--- src/rtl/led_bank.sv ---
// led_bank: per-channel LED driver (OFF / ON / BLINK / PWM) with a shared blink prescaler.
// Define LED_BANK_PWM_EN to build mode 11 as PWM; without it mode 11 behaves as ON.
module led_bank #(
  parameter int CHANNELS = 4,
  parameter int PRESCALE = 4,
  parameter int PWM_BITS = 4,
  localparam int CH_W = (CHANNELS > 1) ? $clog2(CHANNELS) : 1
) (
  input  logic                i_clock,
  input  logic                i_reset,
  input  logic                i_wr_en,
  input  logic [CH_W-1:0]     i_wr_ch,
  input  logic [1:0]          i_wr_mode,
  input  logic [PWM_BITS-1:0] i_wr_duty,
  output logic [CHANNELS-1:0] o_led,
  output logic                o_tick,
  output logic                o_gnd
);

  localparam int PS_W = (PRESCALE > 1) ? $clog2(PRESCALE) : 1;
  localparam logic [PS_W-1:0] PS_MAX = PS_W'(PRESCALE - 1);

  typedef enum logic [1:0] {
    MODE_OFF   = 2'b00,
    MODE_ON    = 2'b01,
    MODE_BLINK = 2'b10,
    MODE_PWM   = 2'b11
  } mode_e;

  logic [CHANNELS-1:0][1:0] mode_q, mode_d;
  logic [PS_W-1:0]          presc_q, presc_d;
  logic                     tick_q, tick_d;
  logic                     blink_q, blink_d;
  logic [CHANNELS-1:0]      led_q, led_d;
  logic                     wrap_s;

`ifdef LED_BANK_PWM_EN
  logic [CHANNELS-1:0][PWM_BITS-1:0] duty_q, duty_d;
  logic [PWM_BITS-1:0]               pwm_q, pwm_d;
`else
  logic unused_duty;
  assign unused_duty = ^i_wr_duty;
`endif

  assign wrap_s = (presc_q == PS_MAX);

  // Channel configuration writes and shared counters; channels >= CHANNELS never match.
  always_comb begin
    mode_d = mode_q;
`ifdef LED_BANK_PWM_EN
    duty_d = duty_q;
    pwm_d  = pwm_q + 1'b1;
`endif
    for (int c = 0; c < CHANNELS; c++) begin
      if (i_wr_en && (i_wr_ch == CH_W'(c))) begin
        mode_d[c] = i_wr_mode;
`ifdef LED_BANK_PWM_EN
        duty_d[c] = i_wr_duty;
`endif
      end else begin
        mode_d[c] = mode_q[c];
      end
    end
    if (wrap_s) begin
      presc_d = '0;
    end else begin
      presc_d = presc_q + 1'b1;
    end
    tick_d  = wrap_s;
    blink_d = blink_q ^ wrap_s;
  end

  // Per-channel LED decode from the state held before the edge.
  always_comb begin
    led_d = '0;
    for (int c = 0; c < CHANNELS; c++) begin
      case (mode_q[c])
        MODE_OFF:   led_d[c] = 1'b0;
        MODE_ON:    led_d[c] = 1'b1;
        MODE_BLINK: led_d[c] = blink_q;
        MODE_PWM: begin
`ifdef LED_BANK_PWM_EN
          led_d[c] = (pwm_q < duty_q[c]);
`else
          led_d[c] = 1'b1;
`endif
        end
        default:    led_d[c] = 1'b0;
      endcase
    end
  end

  // State registers; reset wins over a simultaneous write.
  always_ff @(posedge i_clock) begin
    if (i_reset) begin
      mode_q  <= '0;
      presc_q <= '0;
      tick_q  <= 1'b0;
      blink_q <= 1'b0;
      led_q   <= '0;
`ifdef LED_BANK_PWM_EN
      duty_q  <= '0;
      pwm_q   <= '0;
`endif
    end else begin
      mode_q  <= mode_d;
      presc_q <= presc_d;
      tick_q  <= tick_d;
      blink_q <= blink_d;
      led_q   <= led_d;
`ifdef LED_BANK_PWM_EN
      duty_q  <= duty_d;
      pwm_q   <= pwm_d;
`endif
    end
  end

  assign o_led  = led_q;
  assign o_tick = tick_q;
  assign o_gnd  = 1'b0;

endmodule

--- config.mk ---
export PLATFORM = sky130hd
export DESIGN_NAME = led_bank
export DESIGN_NICKNAME = d
export VERILOG_FILES = /design/src/rtl/led_bank.sv
export SDC_FILE = /design/constraint.sdc
export NUM_CORES = 1
export LEC_CHECK = 0
export ABC_AREA = 1
export BUFFER_PORTS_ARGS = -buffer_cell sky130_fd_sc_hd__buf_2
export CORE_AREA = 5 5 42 44
export CTS_BUF_LIST = sky130_fd_sc_hd__clkbuf_16
export DETAILED_ROUTE_END_ITERATION = 10
export DIE_AREA = 0 0 47 49
export HOLD_SLACK_MARGIN = 0.08
export PLACE_DENSITY = 0.75
export SLEW_MARGIN = 10
export SYNTH_ARGS = -nofsm -noshare
export SYNTH_HDL_FRONTEND = slang
export SYNTH_SLANG_ARGS = --single-unit
--- constraint.sdc ---
create_clock -name i_clock -period 0.9 [get_ports i_clock]
set_input_delay 0.18 -clock i_clock [delete_from_list [all_inputs] [get_ports i_clock]]
set_output_delay 0.18 -clock i_clock [all_outputs]
set_load 0.01 [all_outputs]
# == Word level (Yosys, flattened, before mapping) ==
# Index checks and enable logic that the tools add are counted.
# Widths: inputs -> output; s select.
# word_totals
ff_bits,16
# op_classes
n_addsub,1
n_eq_ne,16
muxes,4
bitwise_logic,1
n_reduce_logical,14
# ops
cell,n
$eq 2x2->1 const B,11
$pmux 1 s3,4
$eq 2x1->1 const B,5
$logic_not 2->1,5
$reduce_or 2->1,5
$logic_and 1x1->1,4
$add 2x1->2 const B,1
$xor 1x1->1,1

# == Depth between registers and ports, before layout ==
# Gate-level depths: netlist (run 1).
# logic_depth
ltp_word,3
ltp_mapped,5
ltp_nobuf,5

# == Worst setup path before layout (run 1) ==
# Ideal clock, no wire load.
# synth_timing
path_type,flip-flop to flip-flop
start,register presc_q[0]
end,register blink_q
setup_time_ns,0.123
t_arrival_ns,0.676
t_required_ns,0.777
path_slack_ns,0.101
stages_incl_launch_ff,6
path_buffers,0
period_less_slack_ns,0.799
cell_sequence,dfxtp_1 > ha_1 > inv_1 > nor2_1 > nor2_1 > a21oi_1
# synth_between
elab_chain_len,2
# synth_lines
item,line,source
from (decl),31,"logic [PS_W-1:0] presc_q, presc_d;"
from (signal assigned),107,presc_q <= presc_d;
$eq 2x2->1,45,assign wrap_s = (presc_q == PS_MAX);
named net tick_d,32,"logic tick_q, tick_d;"
$xor 1x1->1,70,blink_d = blink_q ^ wrap_s;
to (signal assigned),109,blink_q <= blink_d;
to (decl),33,"logic blink_q, blink_d;"
# The timed path passes the listed nets, and every way through them passes these cells.
# A chain may end at the register's enable or synchronous reset.

# == Worst setup path in the final report (run 1) ==
# layout_timing
start,register presc_q[1]
end,register blink_q
# Same word-level chain as after synthesis.

==> results of run 1 <==
critical path, stage by stage (launching register included):
cell,delay (ns)
sky130_fd_sc_hd__dfxtp_1,0.30
sky130_fd_sc_hd__ha_2,0.17
sky130_fd_sc_hd__inv_2,0.08
sky130_fd_sc_hd__nor2_4,0.03
sky130_fd_sc_hd__nor2_1,0.10
sky130_fd_sc_hd__a21oi_1,0.05
power groups by stage:
stage	registers [mW]	clock network (mW)	logic (mW)
6_report	0.812	0.855	0.159
5_1_grt	0.822	0.910	0.190
4_1_cts	0.812	0.881	0.155
3_5_place_dp	0.826	0	0.152
3_3_place_gp	0.822	0	0.146
2_1_floorplan	0.817	0	0.0938
logic make-up (layout without fill, tap and decap cells):
group                      Yosys count  in the layout  share of synthesized area (%)
and+or+nand+nor                     43             43                           28.1
DFF                                 16             16                           53.8
buffers and inverters               14             28                           9.45
AOI/OAI and AO/OA                    7              7                           5.88
adders and majority gates            1              1                           2.10
other                                1              1                          0.630
cell usage in the layout (no fill, tap or decap), drive strengths merged:
master	n
ha	1
buf	11
nor2	20
nand2	18
a21oi	7
dfxtp	16
clkinv	1
nand3	5
conb	1
inv	13
clkbuf	3
sequential cells by signal, indices dropped and copies added (netlist names):
name / count
mode_q: 8
presc_q: 2
o_led: 4
o_tick: 1
blink_q: 1
final timing paths:
path / to / slack [ns] / cells after the start
setup / recovery: blink_q$_SDFF_PP0_ / 0.04 / 5
hold / removal: o_tick$_SDFF_PP0_ / 0.22 / 2
setup reg to reg: blink_q$_SDFF_PP0_ / 0.04 / 5
hold reg to reg: presc_q[0]$_SDFF_PP0_ / 0.40 / 1
routing by layer:
metal / up-vias / global-route usage [%] / share of wire, %
li1: 273 / - / -
met1: 232 / 17.1 / 45
met2: 20 / 14.0 / 43
met3: 5 / 3.69 / 8.7
met4: 0 / 8.29 / 3.4
met5: - / 0 / 0
stage by stage:
stage                     total power, mW  utilization, %
final                                1.83            53.9
after floorplan                     0.911               -
after global placement              0.969            47.3
after detailed placement            0.978            47.3
after CTS                            1.85            52.9
after global routing                 1.92            53.9
final cells by class:
class | count | share of cell area [%]
Clock buffer | 3 | 9.93
Clock inverter | 1 | 0.497
Inverter | 13 | 6.46
Multi-Input combinational cell | 52 | 30.6
Sequential cell | 16 | 42.5
Tap cell | 16 | 2.65
Timing Repair Buffer | 11 | 7.28
==> insert_results.sql, run 1 <==
INSERT INTO impl_metrics (metric_group, metric, value, unit) VALUES
('sta', 'final_critical_path_setup_slack', '0.0438', 'ns'),
('floorplan', 'core_area', '0.00140', 'mm2'),
('global_route', 'grt_pass1_vias', '446', ''),
('clocking', 'cts_setup_buffers', '0', ''),
('pwr', 'p_seq_share', '44.5', '%'),
('worst_setup_path', 'crit_fanout', '2', ''),
('finish', 'fillCellCount', '135', ''),
('floorplan', 'die_height', '49', 'um'),
('sta', 'worst_clock_skew', '0.00110', 'ns'),
('worst_setup_path', 'critical_path_required', '1.02', 'ns'),
('placement', 'placed_cells', '108', ''),
('global_route', 'wire_length_of_the_first_global_routing_pass', '1930', 'um'),
('finish', 'regArea', '322', 'um2'),
('worst_setup_path', 'start_kind', 'register', ''),
('sta', 'rsz_0062_raised_after_global_routing', 'true', ''),
('routing', 'drtAntennaViolNets', '0', ''),
('synthesis', 'synth-edff-count', '0', ''),
('pwr', 'power.net_switching', '408', 'uW'),
('clocking', 'tritoncts_num_sinks', '16', ''),
('sta', 'timing_max_transition_violations_final', '0', ''),
('worst_setup_path', 'cp_data_arrival_time', '0.98', 'ns'),
('finish', 'n_antenna_cell', '0', ''),
('finish', 'multi_input_comb_area', '231', 'um2'),
('synthesis', 'synth_seq_cells', '16', ''),
('synthesis', 'synthDominantCellAreaShare', '53.8', '%'),
('routing', 'remaining_drc_errors', '0', ''),
('synthesis', 'postSynthAreaPerCell', '7.26', 'um2'),
('routing', 'vias', '530', ''),
('synthesis', 'synth-seq-area-share', '53.8', '%'),
('sta', 'final_hold_viol_count', '0', ''),
('pwr', 'power.combinational.fraction', '8.7', '%'),
('synthesis', 'dominant_cells_by_area_after_synthesis', 'sky130_fd_sc_hd__dfxtp_1, sky130_fd_sc_hd__nor2_1, sky130_fd_sc_hd__nand2_1', ''),
('pwr', 'static-leakage-power', '0.389', 'nW'),
('clocking', 'inserted_clock_buffers', '3', ''),
('finish', 'final_net_count', '109', ''),
('hold_path', 'worst_hold_path_type', 'in -> reg', ''),
('floorplan', 'core.rowCount', '14', ''),
('pwr', 'clock_power_share', '46.8', '%'),
('floorplan', 'die_area', '0.00230', 'mm2'),
('placement', 'post_dp_cell_area', '663', 'um2'),
('routing', 'detail_route.first_pass.iterations', '4', ''),
('sta', 'layout_worst_path_cycle_share', '95.1', '%'),
('finish', 'fraction_of_layout_cells_with_a_size_suffix_above_1', '20.8', '%'),
('placement', 'post-dp-hpwl', '781', 'um'),
('synthesis', 'ys_top_cells_by_count', 'sky130_fd_sc_hd__nor2_1, sky130_fd_sc_hd__nand2_1, sky130_fd_sc_hd__dfxtp_1', ''),
('flow_run', 'cap_violations', '0', ''),
('pwr', 'switching_share', '22.3', '%'),
('worst_setup_path', 'critPathCaptureType', 'register', ''),
('synthesis', 'yosys_most_used_dff', 'sky130_fd_sc_hd__dfxtp_1', ''),
('synthesis', 'synth_nets', '94', ''),
('worst_setup_path', 'setup_crit_path_kind', 'reg -> reg', ''),
('sta', 'max_freq', '1170', 'MHz'),
('run_status', 'outcome', 'finished clean', ''),
('clocking', 'clock_tree.root_cell', 'sky130_fd_sc_hd__clkbuf_16', ''),
('floorplan', 'die-width', '47', 'um'),
('synthesis', 'synth_warnings', '0', ''),
('finish', 'final_instance_count_without_filler_cells', '112', ''),
('synthesis', 'netlist_instances', '82', ''),
('routing', 'routed_wl', '1120', 'um'),
('synthesis', 'post_synth_num_cell_types', '10', ''),
('worst_setup_path', 'worstSetupStartpoint', 'presc_q[1]$_SDFF_PP0_', ''),
('placement', 'dp_slack', '0.0371', 'ns'),
('sta', 'whs', '0.218', 'ns'),
('worst_setup_path', 'worst_r2r_startpoint', 'presc_q[1]$_SDFF_PP0_', ''),
('routing', 'detail_route.vias_per_cell', '4.73', ''),
('sta', 'setup_violators_final', '0', ''),
('routing', 'drt-wirelength-per-cell', '10.0', 'um'),
('clocking', 'worstSkewPairLatency', '0.24', 'ns'),
('clocking', 'cts-htree-levels', '1', ''),
('floorplan', 'ios', '17', ''),
('floorplan', 'initial_core_util', '42.5', '%');
Note: power is estimated with default switching activity, not from simulation.
==> run 2: changes to the inputs <==
--- a/config.mk
+++ b/config.mk
@@ -13,6 +13,7 @@
 export DIE_AREA = 0 0 47 49
 export HOLD_SLACK_MARGIN = 0.08
 export PLACE_DENSITY = 0.75
+export RECOVER_POWER = 25
 export SLEW_MARGIN = 10
 export SYNTH_ARGS = -nofsm -noshare
 export SYNTH_HDL_FRONTEND = slang
==> run 2 against run 1 <==
Cell count unchanged. Sequential power barely moved. Sequential share of layout area grew 0.071 points. Clock-buffer cell count unchanged. Routed wire length down 0.27%. Worst setup slack barely moved. Critical endpoint unchanged. Largest power group unchanged.
==> insert_results.sql, run 2 (synthesis gave the netlist of run 1 again) <==
INSERT INTO impl_metrics (metric_group, metric, value, unit) VALUES
('hold_path', 'whs_path_depth', '2', ''),
('routing', 'detail_route.first_pass.iterations', '4', ''),
('pwr', 'switching_share', '22.3', '%'),
('global_route', 'grt_max_degree', '10', ''),
('worst_setup_path', 'critical_path.cell_chain', 'ha_2 -> inv_2 -> nor2_4 -> nor2_1 -> a21oi_1', ''),
('finish', 'final_net_count', '109', ''),
('placement', 'post-dp-hpwl', '781', 'um'),
('clocking', 'inserted_clock_buffers', '3', ''),
('finish', 'final_area', '754', 'um2'),
('worst_setup_path', 'cpPeakStageDelay', '0.30', 'ns'),
('pwr', 'p_seq_share', '44.5', '%'),
('worst_setup_path', 'start_kind', 'register', ''),
('global_route', 'wire_length_of_the_first_global_routing_pass', '1930', 'um'),
('worst_setup_path', 'crit_path_top_delay_cell', 'sky130_fd_sc_hd__dfxtp_1', ''),
('floorplan', 'die-width', '47', 'um'),
('global_route', 'grt_pass1_vias', '446', ''),
('finish', 'n_antenna_cell', '0', ''),
('finish', 'biggest_register', 'mode_q', ''),
('floorplan', 'die_height', '49', 'um'),
('pwr', 'internal_power', '1.42', 'mW'),
('clocking', 'ctsLongestPathBuffers', '2', ''),
('routing', 'drt_iter0_markers', '6', ''),
('placement', 'post_dp_cell_area', '663', 'um2'),
('finish', 'largest_reg_flops', '8', ''),
('floorplan', 'ios', '17', ''),
('clocking', 'clock_tree_from_tritoncts', 'done', ''),
('pwr', 'power.combinational.fraction', '8.7', '%'),
('placement', 'io_buffers', '11', ''),
('worst_setup_path', 'crit_fanout', '2', ''),
('worst_setup_path', 'worst-r2r-cell-count', '5', ''),
('finish', 'final_common_cell', 'sky130_fd_sc_hd__nor2_1', ''),
('pwr', 'power.net_switching', '407', 'uW'),
('pwr', 'worst_ir_drop_vdd', '1320', 'uV'),
('routing', 'vias', '522', ''),
('clocking', 'clock_tree.root_cell', 'sky130_fd_sc_hd__clkbuf_16', ''),
('sta', 'rsz_0062_raised_after_global_routing', 'true', ''),
('worst_setup_path', 'cp_data_arrival_time', '0.98', 'ns'),
('finish', 'final_cell_mix', 'sky130_fd_sc_hd__nor2_1, sky130_fd_sc_hd__nand2_1, sky130_fd_sc_hd__dfxtp_1, sky130_fd_sc_hd__inv_1, sky130_fd_sc_hd__buf_2', ''),
('floorplan', 'initial_core_util', '42.5', '%'),
('clocking', 'cts_setup_buffers', '0', ''),
('sta', 'final_critical_path_setup_slack', '0.0437', 'ns'),
('pwr', 'clock_power_share', '46.8', '%'),
('finish', 'final_instance_count_without_filler_cells', '112', ''),
('sta', 'timing.final.crit_period', '0.856', 'ns'),
('clocking', 'cts-htree-levels', '1', ''),
('sta', 'final_hold_viol_count', '0', ''),
('worst_setup_path', 'critPathCaptureType', 'register', ''),
('sta', 'setup_violators_final', '0', ''),
('hold_path', 'hp-start', 'i_reset', ''),
('worst_setup_path', 'critical_path_required', '1.02', 'ns'),
('floorplan', 'die_area', '0.00230', 'mm2'),
('hold_path', 'worst_hold_path_type', 'in -> reg', ''),
('placement', 'place_congestion', '0.721', ''),
('global_route', 'grt.total_usage', '11.8', '%'),
('finish', 'area_growth_syn_to_layout', '26.7', '%'),
('worst_setup_path', 'worst_r2r_startpoint', 'presc_q[1]$_SDFF_PP0_', ''),
('sta', 'layout_worst_path_cycle_share', '95.1', '%'),
('pwr', 'report.power.total', '1.83', 'mW'),
('global_route', 'global_route.overflow_total', '0', ''),
('routing', 'detail_route.vias_per_cell', '4.66', ''),
('finish', 'postLayoutCoreUtil', '53.8', '%'),
('clocking', 'tritoncts_num_sinks', '16', ''),
('placement', 'placed_cells', '108', ''),
('clocking', 'clk_transition_reported_paths', '0.05', 'ns'),
('sta', 'max_freq', '1170', 'MHz'),
('finish', 'fraction_of_layout_cells_with_a_size_suffix_above_1', '19.8', '%'),
('sta', 'timing_max_transition_violations_final', '0', ''),
('worst_setup_path', 'critical_path.reg2reg.endpoint', 'blink_q$_SDFF_PP0_', ''),
('pwr', 'static-leakage-power', '0.386', 'nW'),
('flow_run', 'cap_violations', '0', ''),
('routing', 'remaining_drc_errors', '0', ''),
('pwr', 'pwr_density', '2420', 'mW/mm2'),
('clocking', 'cts_hold_buffers', '0', ''),
('sta', 'worst_clock_skew', '0.00103', 'ns'),
('finish', 'fillCellCount', '136', ''),
('worst_setup_path', 'reg2reg_slack', '0.04', 'ns'),
('routing', 'drtAntennaViolNets', '0', ''),
('routing', 'drt-wirelength-per-cell', '9.98', 'um'),
('floorplan', 'core_area', '0.00140', 'mm2'),
('global_route', 'number_of_antenna_violations_at_the_first_check_in_global_routing', '0', ''),
('worst_setup_path', 'setup_crit_path_kind', 'reg -> reg', ''),
('floorplan', 'core.rowCount', '14', ''),
('hold_path', 'worst_hold_path.endpoint', 'o_tick$_SDFF_PP0_', ''),
('placement', 'dp_slack', '0.0371', 'ns'),
('run_status', 'outcome', 'finished clean', ''),
('clocking', 'cts_repair_resize_count', '0', ''),
('clocking', 'worstSkewPairLatency', '0.24', 'ns'),
('routing', 'routed_wl', '1120', 'um');
==> run 2: cell types whose count changed in the layout (fill, tap and decap cells not counted) <==
cell / change
sky130_fd_sc_hd__buf_2: -1
sky130_fd_sc_hd__clkbuf_1: +1
==> run 2: per-stage QoR <==
step / hold WS [ns] / TNS (ns)
after floorplan: 0.249 / 0
after global placement: 0.406 / 0
after detailed placement: 0.416 / 0
after CTS: 0.185 / 0
after global routing: 0.234 / -0.0251
final: 0.218 / 0
==> run 2: worst max-delay path: cells and delay by family (launching register included) <==
family / cells / cell delay (ns)
AO/OA/AOI/OAI: 1 / 0.05
AND/OR/NAND/NOR: 2 / 0.13
flip-flops: 1 / 0.30
adder cells (fa/ha/maj): 1 / 0.17
buffers and inverters: 1 / 0.08
==> run 2: routing by layer <==
layer	up-vias	global-route usage [%]	part of all wire, %	wire, um
li1	273	-	-	-
met1	226	17.1	46	518
met2	18	14.0	42	471
met3	5	3.69	8.0	89
met4	0	8.29	3.4	38
met5	-	0	0	0
==> run 2: final cells by class <==
type	instances	area, um2	share of cell area [%]
Sequential cell	16	322	42.6
Multi-Input combinational cell	52	231	30.7
Clock buffer	3	75.1	9.95
Timing Repair Buffer	11	53.8	7.13
Inverter	13	48.8	6.47
Tap cell	16	20.0	2.65
Clock inverter	1	3.75	0.498
==> run 2: power groups by stage <==
| stage | combinational (mW) | sequential, mW | clock, mW |
|---|---|---|---|
| floorplan | 0.0938 | 0.817 | 0 |
| global placement | 0.146 | 0.822 | 0 |
| detailed placement | 0.152 | 0.826 | 0 |
| CTS | 0.155 | 0.812 | 0.881 |
| global route | 0.190 | 0.822 | 0.910 |
| finish | 0.158 | 0.813 | 0.855 |
==> run 2: worst max path at each step <==
stage	slack (ns)	cells past startpoint	start	end
2_1_floorplan	0.10	5	presc_q[0]$_SDFF_PP0_	blink_q$_SDFF_PP0_
3_3_place_gp	0.07	5	i_wr_ch[1]	mode_q[0]$_SDFFE_PP0P_
3_5_place_dp	0.04	5	presc_q[0]$_SDFF_PP0_	blink_q$_SDFF_PP0_
4_1_cts	0.02	5	presc_q[0]$_SDFF_PP0_	blink_q$_SDFF_PP0_
5_1_grt	-0.03	5	presc_q[1]$_SDFF_PP0_	blink_q$_SDFF_PP0_
6_report	0.04	5	presc_q[1]$_SDFF_PP0_	blink_q$_SDFF_PP0_
